==> src/rtl/req_arbiter_rr4.sv <==
// 4-way request arbiter with registered one-hot grant, round-robin or fixed priority,
// per-owner hold limit and a mandatory idle cycle between consecutive grants.
module req_arbiter_rr4 #(
    parameter int FIXED_PRIO = 0,
    parameter int MAX_HOLD   = 8
) (
    input  logic       clk,
    input  logic       rst,
    input  logic [3:0] req,
    output logic [3:0] gnt,
    output logic [1:0] gnt_id,
    output logic       gnt_valid,
    output logic       preempt
);

    typedef enum logic [0:0] {
        IDLE = 1'b0,
        BUSY = 1'b1
    } state_t;

    localparam logic       HOLD_LIMITED = (MAX_HOLD != 0);
    localparam logic [7:0] HOLD_MAX     = 8'(MAX_HOLD);

    state_t     state_r, state_s;
    logic [1:0] ptr_r, ptr_s;
    logic [7:0] hold_cnt_r, hold_cnt_s;
    logic [3:0] gnt_r, gnt_s;
    logic [1:0] gnt_id_r, gnt_id_s;
    logic       gnt_valid_r;
    logic       preempt_r, preempt_s;
    logic [3:0] rot_s;
    logic [1:0] rr_off_s;
    logic [1:0] fp_win_s;
    logic [1:0] win_s;

    function automatic logic [3:0] id_to_onehot(input logic [1:0] id);
        logic [3:0] oh;
        case (id)
            2'd0:    oh = 4'b0001;
            2'd1:    oh = 4'b0010;
            2'd2:    oh = 4'b0100;
            2'd3:    oh = 4'b1000;
            default: oh = 4'b0000;
        endcase
        return oh;
    endfunction

    // Winner selection: rotate req so bit 0 is the pointer position, pick the lowest set bit.
    always_comb begin
        rot_s    = 4'b0000;
        rr_off_s = 2'd0;
        fp_win_s = 2'd0;
        case (ptr_r)
            2'd0:    rot_s = req;
            2'd1:    rot_s = {req[0], req[3:1]};
            2'd2:    rot_s = {req[1:0], req[3:2]};
            2'd3:    rot_s = {req[2:0], req[3]};
            default: rot_s = req;
        endcase
        casez (rot_s)
            4'b???1: rr_off_s = 2'd0;
            4'b??10: rr_off_s = 2'd1;
            4'b?100: rr_off_s = 2'd2;
            4'b1000: rr_off_s = 2'd3;
            default: rr_off_s = 2'd0;
        endcase
        casez (req)
            4'b1???: fp_win_s = 2'd3;
            4'b01??: fp_win_s = 2'd2;
            4'b001?: fp_win_s = 2'd1;
            4'b0001: fp_win_s = 2'd0;
            default: fp_win_s = 2'd0;
        endcase
        if (FIXED_PRIO != 0) begin
            win_s = fp_win_s;
        end else begin
            win_s = ptr_r + rr_off_s;
        end
    end

    // Next-state and next-output logic for the IDLE/BUSY grant FSM.
    always_comb begin
        state_s    = state_r;
        ptr_s      = ptr_r;
        hold_cnt_s = hold_cnt_r;
        gnt_s      = gnt_r;
        gnt_id_s   = gnt_id_r;
        preempt_s  = 1'b0;
        case (state_r)
            IDLE: begin
                if (req != 4'b0000) begin
                    gnt_s      = id_to_onehot(win_s);
                    gnt_id_s   = win_s;
                    ptr_s      = win_s + 2'd1;
                    hold_cnt_s = 8'd1;
                    state_s    = BUSY;
                end else begin
                    gnt_s    = 4'b0000;
                    gnt_id_s = 2'd0;
                end
            end
            BUSY: begin
                // Release is checked first so it wins over a simultaneous timeout.
                if (!req[gnt_id_r]) begin
                    gnt_s    = 4'b0000;
                    gnt_id_s = 2'd0;
                    state_s  = IDLE;
                end else if (HOLD_LIMITED && (hold_cnt_r == HOLD_MAX)) begin
                    gnt_s     = 4'b0000;
                    gnt_id_s  = 2'd0;
                    preempt_s = 1'b1;
                    state_s   = IDLE;
                end else if (hold_cnt_r != 8'd255) begin
                    hold_cnt_s = hold_cnt_r + 8'd1;
                end else begin
                    hold_cnt_s = hold_cnt_r;
                end
            end
            default: begin
                state_s  = IDLE;
                gnt_s    = 4'b0000;
                gnt_id_s = 2'd0;
            end
        endcase
    end

    // State and output registers with synchronous reset.
    always_ff @(posedge clk) begin
        if (rst) begin
            state_r     <= IDLE;
            ptr_r       <= 2'd0;
            hold_cnt_r  <= 8'd0;
            gnt_r       <= 4'b0000;
            gnt_id_r    <= 2'd0;
            gnt_valid_r <= 1'b0;
            preempt_r   <= 1'b0;
        end else begin
            state_r     <= state_s;
            ptr_r       <= ptr_s;
            hold_cnt_r  <= hold_cnt_s;
            gnt_r       <= gnt_s;
            gnt_id_r    <= gnt_id_s;
            gnt_valid_r <= |gnt_s;
            preempt_r   <= preempt_s;
        end
    end

    assign gnt       = gnt_r;
    assign gnt_id    = gnt_id_r;
    assign gnt_valid = gnt_valid_r;
    assign preempt   = preempt_r;

endmodule

==> config.mk <==
export PLATFORM = sky130hd
export DESIGN_NAME = req_arbiter_rr4
export DESIGN_NICKNAME = d
export VERILOG_FILES = /design/src/rtl/req_arbiter_rr4.sv
export SDC_FILE = /design/constraint.sdc
export NUM_CORES = 1
export LEC_CHECK = 0
export BUFFER_PORTS_ARGS = -buffer_cell sky130_fd_sc_hd__clkbuf_2
export CAP_MARGIN = 30
export CORE_UTILIZATION = 40
export DETAILED_ROUTE_END_ITERATION = 8
export SLEW_MARGIN = 20
export SYNTH_ARGS = -nofsm -noshare
export SYNTH_HDL_FRONTEND = slang
export SYNTH_SLANG_ARGS = --single-unit
export TNS_END_PERCENT = 5
==> constraint.sdc <==
create_clock -name clk -period 2.2 [get_ports clk]
set_input_delay 0.11 -clock clk [delete_from_list [all_inputs] [get_ports clk]]
set_output_delay 0.11 -clock clk [all_outputs]
set_load 0.02 [all_outputs]
* Word level (Yosys, flattened, before mapping)
Cells that the tools add are included.
** Word-level totals
- Word-level logic and storage cells :: 59
- Register bits :: 19
- Output and inout bits :: 8
- Input bits :: 6
** Operators by class
- Eq/ne operators :: 16
- Bitwise operators :: 2
- Multiplexer cells :: 23
- $lt $le $gt $ge :: 1
- Reduce and logical (&&, ||, !) cells :: 7
- $add $sub $neg :: 3
** Operator list (number)
- $mux 8 :: 4
- $pmux 4 s4 :: 2
- $pmux 8 s2 :: 1
- $mux 4 :: 3
- $eq 2x2->1 const B :: 5
- $add 8x1->8 const B :: 1
- $eq 8x4->1 const B :: 1
- $ne 8x8->1 const B :: 1
- $pmux 4 s2 :: 1
- $mux 2 :: 3
- $pmux 2 s3 :: 1
- $mux 1 :: 5
- $eq 2x1->1 const B :: 2
- $eq 4x4->1 const B :: 1
- $logic_not 2->1 :: 2
- $ne 2x1->1 const B :: 2
- $ne 2x2->1 const B :: 2
- $pmux 2 s2 :: 1
- $reduce_and 4->1 :: 1
- $reduce_bool 4->1 :: 1
- $reduce_or 4->1 :: 1
- $eq 3x3->1 const B :: 1
- $lt 2x3->1 const B :: 1
- $ne 3x2->1 const B :: 1
- other kinds (7) :: 8

* Logic depth before layout (Yosys ltp)
- Depth after elaboration :: 10
- Mapped depth :: 12
- Gate-level depth less buffers :: 11

* Least setup slack after synthesis
OpenSTA, ideal clock, no wires.
- Path type :: register to register
- Start :: reg ptr_r[0]
- End :: reg gnt_valid_r (netlist: gnt_valid)
- Slack :: -1 ps
- Setup time :: 132 ps
- Data required time :: 2068 ps
- Path buffers :: 1
- Clock period less this slack :: 2201 ps
- Data arrival time :: 2069 ps
- Stages on the path, launching flop included :: 12
- Path through :: dfxtp_1 -> clkbuf_1 -> nand2_1 -> nor2_1 -> a21oi_1 -> o211ai_1 -> ha_1 -> xor2_1 -> xnor2_1 -> ha_1 -> o41ai_1 -> a21oi_1
** Between the ends
- Cells in the longest elaborated chain, start to end :: 10
** RTL lines
- start: declaration :: RTL line 25 : logic [1:0] ptr_r, ptr_s;
- start signal: assignment :: RTL line 139 : ptr_r <= ptr_s;
- $eq 2x2->1 (tied with other cells) :: RTL line 53 : case (ptr_r)
- $pmux 4 s4 :: RTL line 53
- $eq 4x4->1 (tied with other cells) :: RTL line 60 : casez (rot_s)
- $pmux 2 s3 :: RTL line 60
- $add 2x2->2 (*) :: RTL line 77 : win_s = ptr_r + rr_off_s;
- $eq 2x2->1 (tied with other cells) :: RTL line 38 : case (id)
- $pmux 4 s4 (*) :: RTL line 38
- $mux 4 (*) :: RTL line 91 : if (req != 4'b0000) begin
- $pmux 4 s2 (*) :: RTL line 89 : case (state_r)
- $reduce_or 4->1 (*) :: RTL line 143 : gnt_valid_r <= |gnt_s;
- end signal: assignment :: RTL line 143
- end: declaration :: RTL line 29 : logic gnt_valid_r;
Mark *: on every way between the ends. The rest lies on a longest branch, timed or not.
A chain may end at the register's enable or synchronous reset.

* Worst setup path in the final report
Same ends and word-level chain as after synthesis.

==> metrics <==
clk_skew=7.23 ps; top-area cell type share of the netlist area=34.5%; Final Cycle Share=between 90% and 100%; Initial Util=about 43%; pins over their slew limit=0; power per cell area=about 930 nW/µm²; Crit Path Max Fanout=6; Worst EP arrival=between 2000 and 2500 ps; Placement Rows=18; CTS clk-pin slew, worst paths=around 110 ps; vias after detailed routing=~1000; Util after Layout=between 50% and 60%; Vias/cell=~5.6; hold crit path type=in -> reg; TritonCTS Buffers=3; height of the die=between 50 and 60 µm; routability congestion estimate=between 0.7 and 0.8; Top FF cell, synth=dfxtp_1; Chip Width=between 50 and 60 µm; Mean Syn Cell Area=8.30 µm²; Tot Pwr=roughly 1.2 mW; crit-path max cell delay=390 ps; IO Count=14; Buf/Inv on CP=0; crit-path cells=nor4_4 -> a21oi_2 -> o211ai_1 -> ha_2 -> xor2_2 -> xnor2_2 -> ha_2 -> o41ai_2 -> a21oi_1; Synth Net Count=around 150; Final ANT Viol Nets=0; core area=roughly 2500 µm²; CTS sink count=19; # port buffers=13; slowest CP cell=dfxtp_4; Pre-antenna DRT Iters=4; hpwl dp=about 1.6 mm; unrepaired setup endpoints after global routing=yes; drt wl/cell=around 13 µm; Async SR Flop Fraction=0%; clock buffer depth=2; CP most frequent cell=ha_2; relative slew slack=about 70%; number of synthesized flops with an enable pin=0; Ant. Diodes=0; Worst setup EP type=register; WHS=approximately 200 ps; Fin. Hold Viols=0; Period minus WS final=2180 ps; layout net count=~160; Area contributors post-synth=dfxtp_1, nor2_1, ha_1; Clock Root Buffer=clkbuf_4; flops & latches, synth=19; Ys Warns=0; CTS tree=yes; worst skew pair latency=approximately 310 ps; status=completed; number of global-route vias before repair=a little over 800; area delta synth->final=21.4%; max cap viols=0; Worst IR Drop VDD=between 0.6 and 0.7 mV; Critical Path RT=2390 ps; CTS hold repair buffers=0; Congestion Overflow GR=0; Setup WS post-layout=around 24 ps; library cells used by synthesis=33; Leakage=just under 0.5 nW; startpoint types=register; Die ar.=~3000 µm²; area leader, netlist=dfxtp_1; drc violations=0; layout cells sized above 1=~30%; CP top delay family=compound AO/OA/AOI/OAI gates; cells after synthesis=around 130; register area share after synthesis=approximately 34%; Setup-failing EPs final=0; initial antenna violation count=0; fmax=~0.46 GHz; largest net degree at the start of global routing=16; Global Route Usage Sum=about 17%; detailed router's first-iteration violation count=24; Least-Margin Pin Slew=455 ps; Max H-tree Level=1; Post-Syn Area=between 1000 and 1500 µm²; dpl ws=-7.33 ps; Crit Path Category=reg -> reg; final WL=2.41 mm; first-pass GRT wire length=between 3 and 4 mm
==> cell usage after synthesis, types with 2 or more instances <==
| cell | instances |
|---|---|
| nor2_1 | 27 |
| dfxtp_1 | 19 |
| nand2_1 | 9 |
| xnor2_1 | 8 |
| a21oi_1 | 7 |
| ha_1 | 7 |
| a22oi_1 | 5 |
| nor3_1 | 5 |
| nor4_1 | 5 |
| buf_2 | 4 |
| clkbuf_1 | 4 |
| inv_1 | 4 |
| nand3_1 | 3 |
| nor3b_1 | 3 |
| o41ai_1 | 3 |
| a211oi_1 | 2 |
| a31o_1 | 2 |
==> through the flow <==
stage | cell area (µm²) | TNS, ps | instances
after floorplan | 1100 | 0 | 133
after global placement | 1210 | 0 | 173
after detailed placement | 1210 | -7.33 | 173
after CTS | 1250 | 0 | 177
after global routing | 1340 | -67.2 | 180
final | 1340 | 0 | 180
==> kinds of logic after synthesis <==
group	after synthesis	synth area share, %
simple gates	60	26.9
compound gates	24	16.1
flops	19	34.5
buf+inv	12	4.53
xor+xnor	9	7.14
fa+ha+maj	7	7.94
mux	2	2.95
==> state kept, by name, indices dropped and copies added (netlist names) <==
register	count
gnt_valid	1
gnt	4
ptr_r	2
gnt_id	2
preempt	1
state_r	1
hold_cnt_r	8
==> cell type report <==
type,instances,area (µm²)
multi-input combinational,102,747
timing repair buffer,21,129
fill,241,1200
clock inverter,1,5.00
sequential,19,384
inverter,4,15.0
clock buffer,3,22.5
tap,30,37.5
==> report_power, final <==
part	total [mW]	switching, mW	internal [mW]
Sequential	0.458	0.0571	0.401
Combinational	0.601	0.313	0.288
Clock	0.187	0.119	0.0678
Total	1.25	0.489	0.757
==> routing by layer <==
layer  wire [µm]  vias to the layer above  track usage [%]  part of all wire, %
li1            -                      507                -                    -
met1        1190                      467             24.4                   49
met2        1050                       36             24.6                   44
met3         133                        4             3.33                  5.5
met4          36                        0             8.97                  1.5
met5           0                        -                0                    0
==> layout by cell type (no fill, tap or decap), types with 2 or more instances in the layout <==
cell      instances
nor2_1           25
dfxtp_1          18
clkbuf_2         13
nand2_1           8
buf_4             7
a21oi_1           6
nor3_1            5
a22oi_1           5
xnor2_1           5
inv_1             4
nor4_1            4
ha_2              4
xnor2_2           3
nand3_1           3
nor3b_1           3
ha_1              3
clkbuf_4          3
nor2_2            2
a31o_1            2
o41ai_1           2
a211oi_1          2
==> timing repair <==
action                     4_1_cts  5_1_grt
setup endpoints to repair        1        1
resized for setup                3       18
buffers inserted                 0        4
pin swaps                        0       12
==> worst register-to-register path, stage by stage (launching register included) <==
cell and delay [ps]:
dfxtp_4 390, nor4_4 290, a21oi_2 50, o211ai_1 120, ha_2 280, xor2_2 210
xnor2_2 100, ha_2 200, o41ai_2 320, a21oi_1 100
==> path summary, 6_finish.rpt <==
path	start	to	slack, ps	cells past startpoint
max	ptr_r[0]$_SDFFE_PP0P_	gnt_valid$_SDFF_PP0_	20	9
min	rst	ptr_r[0]$_SDFFE_PP0P_	200	2
max reg2reg	ptr_r[0]$_SDFFE_PP0P_	gnt_valid$_SDFF_PP0_	20	9
min reg2reg	hold_cnt_r[6]$_SDFFE_PP0P_	hold_cnt_r[6]$_SDFFE_PP0P_	510	2
No activity file was read; power rests on OpenSTA's default activity.
